`config.mk`:
```
export PLATFORM = sky130hd
export DESIGN_NAME = if_id_buffer_flat
export DESIGN_NICKNAME = d
export VERILOG_FILES = /design/src/rtl/cpu_pkg.sv /design/src/rtl/if_id_buffer_if.sv /design/src/rtl/fifo_ptr_ctrl.sv /design/src/rtl/if_id_buffer.sv /design/src/flat_wrapper.sv
export SDC_FILE = /design/constraint.sdc
export NUM_CORES = 1
export LEC_CHECK = 0
export ABC_AREA = 1
export BUFFER_PORTS_ARGS = -buffer_cell sky130_fd_sc_hd__buf_4
export CORE_MARGIN = 2
export CORE_UTILIZATION = 55
export DETAILED_ROUTE_END_ITERATION = 10
export GPL_TIMING_DRIVEN = 0
export PLACE_DENSITY = 0.82
export RECOVER_POWER = 100
export SLEW_MARGIN = 20
export SYNTH_ARGS = -nofsm -noshare
export SYNTH_HDL_FRONTEND = slang
export SYNTH_SLANG_ARGS = --single-unit
```
`constraint.sdc`:
```
create_clock -name clk_i -period 6.05 [get_ports clk_i]
set_input_delay 0.605 -clock clk_i [delete_from_list [all_inputs] [get_ports clk_i]]
set_output_delay 0.605 -clock clk_i [all_outputs]
set_load 0.005 [all_outputs]
```
`src/rtl/cpu_pkg.sv`:
```
// rtl/cpu_pkg.sv - shared widths, fetch entry type and occupancy helper for the IF/ID buffer
package cpu_pkg;

    localparam int INSTR_W = 32;
    localparam int PC_W    = 32;
    localparam int IMM_W   = 16;

    localparam logic [INSTR_W-1:0] NOP_INSTR = 32'h0000_0000;

    typedef struct packed {
        logic [INSTR_W-1:0] instr;
        logic [PC_W-1:0]    pc4;
    } fetch_entry_t;

    typedef enum logic [1:0] {
        OCC_EMPTY,
        OCC_PARTIAL,
        OCC_FULL
    } occ_state_t;

    function automatic occ_state_t occ_of(input int unsigned count, input int unsigned depth);
        if (count == 0) begin
            return OCC_EMPTY;
        end
        if (count >= depth) begin
            return OCC_FULL;
        end
        return OCC_PARTIAL;
    endfunction

endpackage

```
`src/rtl/if_id_buffer_if.sv`:
```
// rtl/if_id_buffer_if.sv - fetch-side and decode-side handshake bundle of the IF/ID buffer
interface if_id_buffer_if
    import cpu_pkg::*;
#(
    parameter int DEPTH = 2
) ();

    localparam int PTR_W = $clog2(DEPTH);

    logic               in_valid_i;
    logic               in_ready_o;
    logic [INSTR_W-1:0] in_instr_i;
    logic [PC_W-1:0]    in_pc4_i;
    logic               out_valid_o;
    logic               out_ready_i;
    logic [INSTR_W-1:0] out_instr_o;
    logic [PC_W-1:0]    out_pc4_o;
    logic [IMM_W-1:0]   out_imm16_o;
    logic [PTR_W:0]     count_o;

    modport master (
        output in_valid_i, in_instr_i, in_pc4_i, out_ready_i,
        input  in_ready_o, out_valid_o, out_instr_o, out_pc4_o, out_imm16_o, count_o
    );

    modport slave (
        input  in_valid_i, in_instr_i, in_pc4_i, out_ready_i,
        output in_ready_o, out_valid_o, out_instr_o, out_pc4_o, out_imm16_o, count_o
    );

endinterface

```
`src/rtl/fifo_ptr_ctrl.sv`:
```
// rtl/fifo_ptr_ctrl.sv - read/write pointers, occupancy count, push/pop qualification, flush and reset
module fifo_ptr_ctrl
    import cpu_pkg::*;
#(
    parameter int DEPTH = 2,
    localparam int PTR_W = $clog2(DEPTH),
    localparam int CNT_W = PTR_W + 1
) (
    input  logic             clk_i,
    input  logic             rst_i,
    input  logic             flush_i,
    input  logic             i_push_req,
    input  logic             i_pop_req,
    output logic             o_in_ready,
    output logic             o_out_valid,
    output logic             o_wr_en,
    output logic [PTR_W-1:0] o_wr_ptr,
    output logic [PTR_W-1:0] o_rd_ptr,
    output logic [CNT_W-1:0] o_count
);

    logic [PTR_W-1:0] r_wr_ptr;
    logic [PTR_W-1:0] r_rd_ptr;
    logic [CNT_W-1:0] r_count;
    occ_state_t       w_occ;
    logic             w_push;
    logic             w_pop;

    always_comb begin
        w_occ = occ_of(32'(r_count), DEPTH);
    end

    // FULL refuses a push even when a pop frees a slot in the same cycle
    assign w_push = i_push_req & (w_occ != OCC_FULL);
    assign w_pop  = i_pop_req  & (w_occ != OCC_EMPTY);

    always_ff @(posedge clk_i) begin
        if (rst_i || flush_i) begin
            r_wr_ptr <= '0;
            r_rd_ptr <= '0;
            r_count  <= '0;
        end else begin
            if (w_push) begin
                r_wr_ptr <= r_wr_ptr + PTR_W'(1);
            end
            if (w_pop) begin
                r_rd_ptr <= r_rd_ptr + PTR_W'(1);
            end
            case ({w_push, w_pop})
                2'b10:   r_count <= r_count + CNT_W'(1);
                2'b01:   r_count <= r_count - CNT_W'(1);
                default: r_count <= r_count;
            endcase
        end
    end

    assign o_in_ready  = (w_occ != OCC_FULL);
    assign o_out_valid = (w_occ != OCC_EMPTY);
    assign o_wr_en     = w_push & ~flush_i & ~rst_i;
    assign o_wr_ptr    = r_wr_ptr;
    assign o_rd_ptr    = r_rd_ptr;
    assign o_count     = r_count;

endmodule

```
`src/rtl/if_id_buffer.sv`:
```
// rtl/if_id_buffer.sv - elastic IF/ID instruction buffer: storage, NOP gating and optional bypass
// IF_ID_BUF_BYPASS_EN adds a zero-latency in->out path when the buffer is empty and decode is ready.
module if_id_buffer
    import cpu_pkg::*;
#(
    parameter int DEPTH = 2
) (
    input  logic         clk_i,
    input  logic         rst_i,
    input  logic         flush_i,
    if_id_buffer_if.slave bus
);

    localparam int PTR_W = $clog2(DEPTH);

    fetch_entry_t     r_mem [DEPTH];
    fetch_entry_t     w_head;
    fetch_entry_t     w_out;
    logic             w_bypass;
    logic             w_in_ready;
    logic             w_out_valid;
    logic             w_wr_en;
    logic [PTR_W-1:0] w_wr_ptr;
    logic [PTR_W-1:0] w_rd_ptr;
    logic [PTR_W:0]   w_count;

`ifdef IF_ID_BUF_BYPASS_EN
    // A bypassed word goes straight to decode and never occupies a slot
    assign w_bypass = ~w_out_valid & bus.in_valid_i & bus.out_ready_i & ~flush_i;
`else
    assign w_bypass = 1'b0;
`endif

    fifo_ptr_ctrl #(
        .DEPTH (DEPTH)
    ) u_ctrl (
        .clk_i       (clk_i),
        .rst_i       (rst_i),
        .flush_i     (flush_i),
        .i_push_req  (bus.in_valid_i & ~w_bypass),
        .i_pop_req   (bus.out_ready_i & ~w_bypass),
        .o_in_ready  (w_in_ready),
        .o_out_valid (w_out_valid),
        .o_wr_en     (w_wr_en),
        .o_wr_ptr    (w_wr_ptr),
        .o_rd_ptr    (w_rd_ptr),
        .o_count     (w_count)
    );

    always_ff @(posedge clk_i) begin
        if (rst_i) begin
            for (int i = 0; i < DEPTH; i++) begin
                r_mem[i] <= '0;
            end
        end else if (w_wr_en) begin
            r_mem[w_wr_ptr] <= {bus.in_instr_i, bus.in_pc4_i};
        end
    end

    assign w_head = r_mem[w_rd_ptr];

    always_comb begin
        w_out = {NOP_INSTR, {PC_W{1'b0}}};
        if (w_bypass) begin
            w_out = {bus.in_instr_i, bus.in_pc4_i};
        end else if (w_out_valid) begin
            w_out = w_head;
        end
    end

    assign bus.in_ready_o  = w_in_ready;
    assign bus.out_valid_o = w_out_valid | w_bypass;
    assign bus.out_instr_o = w_out.instr;
    assign bus.out_pc4_o   = w_out.pc4;
    assign bus.out_imm16_o = w_out.instr[IMM_W-1:0];
    assign bus.count_o     = w_count;

endmodule

```
`src/flat_wrapper.sv`:
```
// flat-port wrapper written by rule: the top's interface ports become plain ports
module if_id_buffer_flat import cpu_pkg::*;
#(
    parameter int DEPTH = 2
)
  (clk_i, rst_i, flush_i, bus_in_valid_i, bus_in_instr_i, bus_in_pc4_i, bus_out_ready_i, bus_in_ready_o, bus_out_valid_o, bus_out_instr_o, bus_out_pc4_o, bus_out_imm16_o, bus_count_o);
  if_id_buffer_if #(.DEPTH(DEPTH)) bus_i ();
  input  logic clk_i;
  input  logic rst_i;
  input  logic flush_i;
  input wire logic [$bits(bus_i.in_valid_i)-1:0] bus_in_valid_i;
  input wire logic [$bits(bus_i.in_instr_i)-1:0] bus_in_instr_i;
  input wire logic [$bits(bus_i.in_pc4_i)-1:0] bus_in_pc4_i;
  input wire logic [$bits(bus_i.out_ready_i)-1:0] bus_out_ready_i;
  output wire logic [$bits(bus_i.in_ready_o)-1:0] bus_in_ready_o;
  output wire logic [$bits(bus_i.out_valid_o)-1:0] bus_out_valid_o;
  output wire logic [$bits(bus_i.out_instr_o)-1:0] bus_out_instr_o;
  output wire logic [$bits(bus_i.out_pc4_o)-1:0] bus_out_pc4_o;
  output wire logic [$bits(bus_i.out_imm16_o)-1:0] bus_out_imm16_o;
  output wire logic [$bits(bus_i.count_o)-1:0] bus_count_o;
  assign bus_i.in_valid_i = bus_in_valid_i;
  assign bus_i.in_instr_i = bus_in_instr_i;
  assign bus_i.in_pc4_i = bus_in_pc4_i;
  assign bus_i.out_ready_i = bus_out_ready_i;
  assign bus_in_ready_o = bus_i.in_ready_o;
  assign bus_out_valid_o = bus_i.out_valid_o;
  assign bus_out_instr_o = bus_i.out_instr_o;
  assign bus_out_pc4_o = bus_i.out_pc4_o;
  assign bus_out_imm16_o = bus_i.out_imm16_o;
  assign bus_count_o = bus_i.count_o;
  if_id_buffer #(.DEPTH(DEPTH)) u_core (.clk_i(clk_i), .rst_i(rst_i), .flush_i(flush_i), .bus(bus_i));
endmodule
```
==> results.md <==
- FF-to-FF setup slack: 2.48 ns
- Antenna fix cells: 0
- Die Area: 12300 um^2
- Levels on crit path: 8
- Synthesized instance count: 603
- Register area: 3940 um^2
- Syn nets: 673
- Fin. max-slew vios: 0
- Total setup buffers inserted after CTS: 0
- Fin crit period: 3.57 ns
- First-pass GRT wire length: 22500 um
- Worst hold path endpoint: u_core.u_ctrl.o_count[0]
- Final hold vios: 0
- Root buf cell: clkbuf_16
- ANT nets after route: 0
- Status: finished clean
- Pin count of the biggest net entering global routing: 37
- Startpoint types: register
- Most frequent CP cell: nand2_1
- Post-DR wirelength/cell: 14.8 um
- Place WS: 3.62 ns
- Final core occ: 0.719
- DRC errors left: 0
- Layout cells sized above 1: 0.322
- Tot Pwr: 2.29 mW
- DR iter-0 viols: 269
- GR Overflow Total: 0
- Peak supply drop: 0.000170 V
- Final #Nets: 846
- Period utilisation layout: 0.589
- R2R cell count: 8
- Vias in the first global route: 4780
- Post-CTS Resized: 0
- Synthesized area: 6280 um^2
- Hold Startpoint: flush_i
- Hold Buf Count CTS: 0
- WP buf/inv: 4
- DP Wirelength: 9450 um
- Syn. warnings: 0
- RSZ-0062 raised after global routing: no
- CTS tree: built
- Slowest stage cell, crit path: nand2_1
- TritonCTS buffer count: 17
- Fmax: 280 MHz
- Critical path's largest stage delay: 0.96 ns
- Avg Inst Size Synth: 10.4 um^2
- Starting Density: 0.557
- Site Rows: 39
- Maxcap violations: 0
- Slew @ Worst Pin: 1.35 ns
- CP top delay family: buffers and inverters
- DR pass1 iterations: 5
- Vias per cell: 4.99
- P per Cell Area: 282 nW/um^2
- Initial antenna violation count: 0
- CORE AREA: 11300 um^2
- Crit path max fanout: 36
- Hold Path Class: input port to register
- Area delta synth->final: 29.0%
- P_leak: 3.54 nW
- Clk pin slew, worst setup/hold paths: 0.06 ns
- R2R Path Start: u_core.u_ctrl.o_count[1]
- Width of the die: 111 um
- Setup Total Neg Slack: 0 ns
- Worst path cell trace: inv_1 -> nand2_1 -> nor2_4 -> nand2_1 -> clkbuf_1 -> clkbuf_1 -> nand2_1 -> buf_12
- WP data required: 6.19 ns
- CP arrival: 3.71 ns
- Library cells used by synthesis: 21
- Slew HR: 0.101
- Kind of critical path: register to register
- Placer's final routability congestion estimate: 0.804
- Sequential element share of the synthesized area: 0.628
- # clock sinks: 133
- H-tree level count: 4
- IO Count: 153
- Hold depth: 4
- Clock Latency Late Sink: 0.41 ns
- Filler cells: 819
- Final WS setup: 2.48 ns
- Clk_skew: 0.00521 ns
- Via Count: 4655
- Max clock buf depth: 2
- Port Buf Inserts: 152
- R2R Path End: u_core.r_mem[0][1]
- Total track usage: 0.235
- CP endpoint kind: register
- Multi-input gate area: 1690 um^2
- #FFs+latches synth: 133
- Post-Route WL: 13800 um
- Die height: 111 um
- Final setup violation count: 0
## metrics by stage
step | std cells | area, um^2 | hold slack (ns)
3_3_place_gp | 898 | 7600 | 0.479
6_report | 932 | 8100 | 0.487
5_1_grt | 932 | 8100 | 0.485
4_1_cts | 932 | 8240 | 0.475
3_5_place_dp | 900 | 7650 | 0.493
2_1_floorplan | 603 | 6280 | 0.467
## cell usage after synthesis
cell,instances,share of area
nor2_2,18,0.018
inv_2,2,0.0012
nand2_2,1,0.0010
nand4_1,2,0.0020
nor2_4,32,0.057
buf_6,6,0.011
nand3_1,1,0.00080
buf_12,1,0.0032
buf_4,17,0.020
nand2_4,1,0.0018
o21ai_0,1,0.00080
edfxtp_1,128,0.61
buf_8,3,0.0072
a21oi_1,65,0.052
clkbuf_1,7,0.0042
nor2_1,89,0.053
ha_1,1,0.0020
dfxtp_1,5,0.016
buf_2,16,0.013
nand2_1,137,0.082
inv_1,70,0.042
## routing by layer
layer  wire [um]  share of wire  vias up  GRT usage
met5           0              0        -          0
met4         170          0.012        0     0.0883
met3         940          0.068       19     0.0656
met2        7080           0.51      180      0.393
met1        5610           0.41     2198      0.293
li1            -              -     2258          -
## cell type report
| class | instances | share of cell area |
|---|---|---|
| Timing Repair Buffer | 154 | 0.145 |
| Sequential cell | 133 | 0.487 |
| Clock buffer | 17 | 0.0525 |
| Multi-Input combinational cell | 348 | 0.208 |
| Clock inverter | 15 | 0.0201 |
| Inverter | 72 | 0.0333 |
| Tap cell | 143 | 0.0221 |
| Buffer | 50 | 0.0317 |
## worst max path at each step
stage,start,endpoint,slack (ns)
floorplan,flush_i,u_core.r_mem[1][0],3.09
global placement,flush_i,u_core.r_mem[1][7],2.08
detailed placement,flush_i,u_core.r_mem[1][60],3.62
CTS,register,bus_out_instr_o[11],3.49
global route,u_core.u_ctrl.o_count[1],u_core.r_mem[0][8],2.19
finish,u_core.u_ctrl.o_count[1],u_core.r_mem[0][1],2.48
## flip-flops by register name (all words and copies together), names as in the netlist, named ones only
name,count
u_core.r_mem,128
u_core.u_ctrl.o_count,2
u_core.u_ctrl.o_rd_ptr,1
u_core.u_ctrl.o_wr_ptr,1
## cell usage in the layout, fill, tap and decap left out
| cell | netlist | final |
|---|---|---|
| buf_2 | 16 | 7 |
| clkbuf_16 | 0 | 17 |
| clkinvlp_4 | 0 | 4 |
| buf_12 | 1 | 2 |
| clkbuf_4 | 0 | 76 |
| dfxtp_1 | 5 | 5 |
| buf_4 | 17 | 91 |
| clkinv_2 | 0 | 2 |
| o21ai_0 | 1 | 1 |
| nand3_1 | 1 | 1 |
| clkinv_1 | 0 | 4 |
| nor2_1 | 89 | 89 |
| inv_1 | 70 | 72 |
| bufinv_16 | 0 | 3 |
| a21oi_1 | 65 | 65 |
| clkinv_4 | 0 | 1 |
| nand2_1 | 137 | 139 |
| nor2_2 | 18 | 18 |
| nand4_1 | 2 | 2 |
| nor2_4 | 32 | 32 |
| inv_6 | 0 | 1 |
| clkbuf_1 | 7 | 28 |
| edfxtp_1 | 128 | 128 |
| ha_1 | 1 | 1 |
## cells by family after synthesis
logic type,share of synthesized area
adder cells (fa/ha/maj),0.00199
AO/OA/AOI/OAI,0.0526
flip-flops,0.628
AND/OR/NAND/NOR,0.216
buffers and inverters,0.101
## where the power goes
group | internal, mW | switching [mW]
Clock | 0.641 | 0.379
Sequential | 1.06 | 0.0126
Combinational | 0.0846 | 0.114
## worst min-delay path, stage by stage
cell	delay (ns)
buf_4	0.09
nor2_4	0.04
o21ai_0	0.06
a21oi_1	0.05
Power figures use the tool's default switching activity.
